===== src/rtl/lsf_spy_readout.sv =====
// Read-side controller for the MDT-hit spy buffer.
// A start command freezes the spy buffer, reads a programmed address window one word at a time,
// and streams each word downstream. The freeze is released when the window finishes.
//
// Downstream handshake (valid/ready): o_valid rises with o_data/o_last already stable.
// o_data, o_valid and o_last do not change until the cycle in which i_ready is high,
// and that cycle transfers the word. o_valid never waits on i_ready.
// i_ready may toggle freely.
module lsf_spy_readout #(
    parameter int DATA_WIDTH    = 40,
    parameter int ADDR_WIDTH    = 10,
    parameter int RD_LATENCY    = 1,
    parameter int SETTLE_CYCLES = 2
) (
    input  logic                  clock,
    input  logic                  reset,
    input  logic                  start,
    input  logic                  abort,
    input  logic [ADDR_WIDTH-1:0] start_addr,
    input  logic [ADDR_WIDTH:0]   length,
    output logic                  busy,
    output logic                  done,
    output logic                  aborted,
    output logic [ADDR_WIDTH:0]   word_count,
    output logic                  sb_freeze,
    output logic                  sb_re,
    output logic [ADDR_WIDTH-1:0] sb_raddr,
    input  logic [DATA_WIDTH-1:0] sb_rdata,
    output logic [DATA_WIDTH-1:0] o_data,
    output logic                  o_valid,
    output logic                  o_last,
    input  logic                  i_ready,
    output logic [2:0]            fsm_state
);

    typedef enum logic [2:0] {
        S_IDLE   = 3'd0,
        S_SETTLE = 3'd1,
        S_ISSUE  = 3'd2,
        S_WAIT   = 3'd3,
        S_HOLD   = 3'd4,
        S_DONE   = 3'd5
    } state_t;

    // Final counter value of the settle and read-latency phases. The counter restarts at 0 on entry.
    localparam int SETTLE_LAST_I = (SETTLE_CYCLES > 0) ? SETTLE_CYCLES - 1 : 0;
    localparam int WAIT_LAST_I   = (RD_LATENCY > 0) ? RD_LATENCY - 1 : 0;
    localparam logic [3:0] SETTLE_LAST = 4'(SETTLE_LAST_I);
    localparam logic [3:0] WAIT_LAST   = 4'(WAIT_LAST_I);
    localparam logic [ADDR_WIDTH:0] ONE_WORD = (ADDR_WIDTH+1)'(1);

    state_t                state, state_next;
    logic [3:0]            cnt;
    logic [ADDR_WIDTH-1:0] addr;
    logic [ADDR_WIDTH:0]   remaining;

    logic take_start;
    logic take_abort;
    logic load_data;
    logic handshake;

    assign sb_raddr  = addr;
    assign fsm_state = state;

    // State register, plus the phase counter shared by SETTLE and WAIT.
    always_ff @(posedge clock or posedge reset) begin
        if (reset) begin
            state <= S_IDLE;
            cnt   <= '0;
        end else begin
            state <= state_next;
            if ((state == S_SETTLE || state == S_WAIT) && state_next == state)
                cnt <= cnt + 4'd1;
            else
                cnt <= '0;
        end
    end

    // Next-state logic and the combinational strobes that steer the datapath.
    always_comb begin
        state_next = state;
        busy       = 1'b0;
        done       = 1'b0;
        sb_re      = 1'b0;
        take_start = 1'b0;
        take_abort = 1'b0;
        load_data  = 1'b0;
        handshake  = 1'b0;
        case (state)
            S_IDLE: begin
                // Abort has priority, so a start in the same cycle is dropped.
                if (start && !abort) begin
                    take_start = 1'b1;
                    if (length == '0)
                        state_next = S_DONE;
                    else if (SETTLE_CYCLES == 0)
                        state_next = S_ISSUE;
                    else
                        state_next = S_SETTLE;
                end
            end
            S_SETTLE: begin
                busy = 1'b1;
                if (cnt == SETTLE_LAST)
                    state_next = S_ISSUE;
            end
            S_ISSUE: begin
                busy       = 1'b1;
                sb_re      = 1'b1;
                state_next = S_WAIT;
            end
            S_WAIT: begin
                busy = 1'b1;
                if (cnt == WAIT_LAST) begin
                    load_data  = 1'b1;
                    state_next = S_HOLD;
                end
            end
            S_HOLD: begin
                busy = 1'b1;
                if (i_ready) begin
                    handshake  = 1'b1;
                    state_next = (remaining == ONE_WORD) ? S_DONE : S_ISSUE;
                end
            end
            S_DONE: begin
                done       = 1'b1;
                state_next = S_IDLE;
            end
            default: state_next = S_IDLE;
        endcase
        // DONE is excluded: the window has already completed there and busy is low.
        // A word accepted in the abort cycle is still counted, because handshake stays set.
        if (abort && state != S_IDLE && state != S_DONE) begin
            take_abort = 1'b1;
            load_data  = 1'b0;
            state_next = S_IDLE;
        end
    end

    // Window registers, output word register, freeze and status pulses.
    always_ff @(posedge clock or posedge reset) begin
        if (reset) begin
            addr       <= '0;
            remaining  <= '0;
            word_count <= '0;
            sb_freeze  <= 1'b0;
            o_data     <= '0;
            o_valid    <= 1'b0;
            o_last     <= 1'b0;
            aborted    <= 1'b0;
        end else begin
            aborted <= take_abort;
            if (take_start) begin
                addr       <= start_addr;
                remaining  <= length;
                word_count <= '0;
                sb_freeze  <= (length != '0);
            end
            if (load_data) begin
                o_data  <= sb_rdata;
                o_valid <= 1'b1;
                o_last  <= (remaining == ONE_WORD);
            end
            if (handshake) begin
                o_valid    <= 1'b0;
                o_last     <= 1'b0;
                addr       <= addr + ADDR_WIDTH'(1);
                remaining  <= remaining - ONE_WORD;
                word_count <= word_count + ONE_WORD;
            end
            if (state == S_DONE)
                sb_freeze <= 1'b0;
            if (take_abort) begin
                sb_freeze <= 1'b0;
                o_valid   <= 1'b0;
                o_last    <= 1'b0;
            end
        end
    end

endmodule

===== config.mk =====
export PLATFORM = sky130hd
export DESIGN_NAME = lsf_spy_readout
export DESIGN_NICKNAME = d
export VERILOG_FILES = /design/src/rtl/lsf_spy_readout.sv
export SDC_FILE = /design/constraint.sdc
export NUM_CORES = 1
export LEC_CHECK = 0
export ABC_AREA = 1
export BUFFER_PORTS_ARGS = -buffer_cell sky130_fd_sc_hd__buf_2
export CAP_MARGIN = 10
export CORE_MARGIN = 1.5
export CORE_UTILIZATION = 40
export CTS_CLUSTER_DIAMETER = 100
export DETAILED_ROUTE_END_ITERATION = 16
export GPL_TIMING_DRIVEN = 0
export PLACE_DENSITY = 0.74
export REMOVE_ABC_BUFFERS = 1
export SYNTH_ARGS = -nofsm -noshare
export SYNTH_HDL_FRONTEND = slang
export SYNTH_SLANG_ARGS = --single-unit

===== constraint.sdc =====
create_clock -name clock -period 4.3 [get_ports clock]
set_clock_uncertainty 0.05 [all_clocks]
set_input_delay 0.215 -clock clock [delete_from_list [all_inputs] [get_ports clock]]
set_output_delay 0.215 -clock clock [all_outputs]
set_load 0.05 [all_outputs]

==> impl_metrics.json <==
{
  "peakVddDrop_uv": 401,
  "layoutNonFillerInstCount": 683,
  "initial_core_util_pct": 40.9,
  "final_area_mm2": 0.00512,
  "worst_ep_arrival_time_ps": 3140,
  "syn_area_per_cell_um2": 10.3,
  "clock_sinks": 83,
  "h-tree-depth": 3,
  "outcome": "completed",
  "dr.pass1.iters": 4,
  "p_sw_share_pct": 49.4,
  "num-nets-final": 617,
  "grtUsageTotal_pct": 17.3,
  "hold_path.class": "input pin to flip-flop",
  "syn_to_final_growth_pct": 22.4,
  "drive_gt1_share_pct": 37.8,
  "cts.clk_slew.worst_paths_ps": 80,
  "die_h_um": 105,
  "setup_viol_count_final": 0,
  "placement.io_buffers": 136,
  "vias_per_cell": 4.82,
  "maxCapViolations": 0,
  "p_int_uw": 1920,
  "endpoint_kind": "flip-flop",
  "postRouteAntennaNets": 0,
  "grt_pass1_wl_um": 15300,
  "synth_area_leader_cell": "dfrtp_1",
  "cp_top_family": "simple AND/OR/NAND/NOR gates",
  "place_area_mm2": 0.00495,
  "synthFlopType": "dfrtp_1",
  "fin_crit_ps": 2980,
  "worst_pin_slew_ps": 1010,
  "die_w_um": 105,
  "grt_overflow": 0,
  "global_route.usage.met1_pct": 21.7,
  "cts_root_buffer": "clkbuf_8",
  "rsz0062_at_grt": "no",
  "finalCritPeriodShare_pct": 69.4,
  "yosys-top-cells-area": "dfrtp_1 (50%), mux2_4 (14%), nand2_1 (6.9%), inv_1 (3.4%), nor2_1 (3.3%)",
  "remaining_drc_errors": 0,
  "clock_path_buffers": 2,
  "leakagePower_uw": 0.00274,
  "hold_ws_ps": 28.1,
  "clkPwrFrac_pct": 13.1,
  "crit_path_start_kind": "flip-flop",
  "drv_slew": 0,
  "cp_slowest_cell": "nor2_2",
  "vias": 3291,
  "ys_ff_latch": 83,
  "synth_edf_count": 0,
  "ys_async_sr_fraction_pct": 100,
  "die-area_mm2": 0.0111,
  "required_ps": 4460,
  "crit_buf_inv": 2,
  "gp_congestion": 0.827,
  "fmax_ghz": 0.335,
  "p_comb_share_pct": 52.7,
  "drtIter0Drc": 183,
  "cts_tree": "built",
  "finalHoldViolations": 0,
  "worstPathMaxFanout": 22,
  "power.density_cell_area_mw_per_mm2": 739,
  "yosys_warnings": 0,
  "num_rows": 37,
  "yosysMostFrequentCell": "dfrtp_1",
  "finalWirelength_um": 9290,
  "slew_headroom_pct": 32.6,
  "design.core.area_mm2": 0.0102,
  "top_usage_layer": "met2",
  "grtUsageMet3_pct": 3.71,
  "io_pins": 137,
  "cts_made_buffers": 9,
  "critical-path-max-stage-delay_ps": 780,
  "worst-setup-path-type": "flip-flop to flip-flop",
  "ys_top_cells_by_count": "dfrtp_1 (83), nand2_1 (77), mux2_4 (40), inv_1 (38), nor2_1 (37)",
  "seqPwrFrac_pct": 34.2,
  "crit_chain": "nor2_2 > nand2_1 > nor2_2 > inv_2 > nand2_2 > inv_2 > nand2_1 > o211ai_1",
  "finalPower_uw": 3790,
  "dp_hpwl_um": 6650,
  "grt_use_met2_pct": 28.5,
  "place_inst": 668,
  "drt-wirelength-per-cell_um": 13.6,
  "cts_setup_buffers": 0,
  "clk_latency_ps": 340,
  "grt_max_degree": 56,
  "n_fill_cell": 973,
  "syn_inst": 407,
  "antenna_cells": 0,
  "net-switching-power_uw": 1870,
  "synth_area_mm2": 0.00419,
  "fin_tns_setup_ps": 0,
  "antenna_found_initial": 0,
  "synth_cell_type_count": 41,
  "synth_seq_area_share_pct": 49.6,
  "yosysTopAreaCellShare_pct": 49.6,
  "grt_pass1_vias": 3225
}
[stage by stage]
| stage | setup slack (ps) | util, % |
|---|---|---|
| floorplan | 1870 | - |
| global placement | 908 | 48.0 |
| detailed placement | 1350 | 48.3 |
| CTS | 1330 | 50.1 |
| global route | 1030 | 50.1 |
| finish | 1320 | 50.1 |
[state kept, by name (all words and copies together), names as in the netlist]
register,cells
aborted,1
cnt,4
fsm_state,3
o_data,40
o_last,1
o_valid,1
remaining,11
sb_freeze,1
sb_raddr,10
word_count,11
[cell usage in the layout, fill, tap and decap left out, types with 2 or more instances in the layout]
cell type,netlist,routed
dfrtp_1,83,83
a22oi_1,4,4
nand2_1,77,77
nand2_2,2,2
clkbuf_8,0,11
inv_2,5,5
inv_1,38,37
inv_4,1,2
o31ai_1,2,2
nor3_1,10,10
o211ai_1,11,11
a31oi_1,3,3
nor2_1,37,37
xor2_1,7,7
o221ai_1,4,4
mux2_4,40,40
nand3_1,19,19
o21ai_0,13,13
ha_1,7,7
o21ai_1,4,4
nand4_1,4,4
buf_2,3,136
nor2_2,3,3
o22ai_1,2,2
a21oi_1,6,6
[worst register-to-register path: cells and delay by family (launching register included)]
family | cells | cell delay [ps]
compound gates | 1 | 80
buf+inv | 2 | 620
flops | 1 | 510
simple gates | 5 | 1600
[layout make-up]
class	instances	area (um^2)	share of cell area, %
clock buffer	12	155	3.03
clock inverter	2	12.5	0.244
inverter	45	179	3.49
multi-input combinational	267	1810	35.4
sequential	83	2080	40.5
tap	136	170	3.32
timing repair buffer	138	718	14.0
[final timing paths]
path / startpoint / endpoint / slack (ps) / cells past startpoint
max: fsm_state[0] / remaining[10] / 1320 / 8
min: start_addr[7] / sb_raddr[7] / 30 / 3
max reg2reg: fsm_state[0] / remaining[10] / 1320 / 8
min reg2reg: word_count[9] / word_count[9] / 460 / 1
max in group asynchronous: reset / word_count[9] / 3230 / 4
min in group asynchronous: reset / o_data[2] / 360 / 3
[power groups by stage]
stage | logic [uW] | clock network, uW | registers (uW)
after floorplan | 752 | 0 | 2100
after detailed placement | 2010 | 0 | 1300
after global placement | 1970 | 0 | 1290
after CTS | 2010 | 522 | 1300
final | 2000 | 496 | 1300
after global routing | 2130 | 546 | 1330
[cell families (layout without fill, tap and decap cells)]
kind of cell / Yosys count / count (layout) / synth area share [%]
AO/OA/AOI/OAI: 53 / 53 / 8.22
XOR/XNOR: 8 / 8 / 1.67
adder cells (fa/ha/maj): 7 / 7 / 2.09
buffers and inverters: 57 / 197 / 7.11
flip-flops: 83 / 83 / 49.6
multiplexers: 40 / 40 / 14.3
AND/OR/NAND/NOR: 159 / 159 / 16.9
[timing repair]
action / CTS / global route
resized for setup: 0 / 0
hold buffers: 1 / 0
endpoints found under the hold margin: 28 / 0
[metal layers]
metal | up-vias | share of wire [%]
li1 | 1622 | -
met5 | - | 0
met4 | 0 | 0.96
met3 | 8 | 5.9
met2 | 96 | 48
met1 | 1565 | 45
Note: power is estimated with default switching activity, not from simulation.
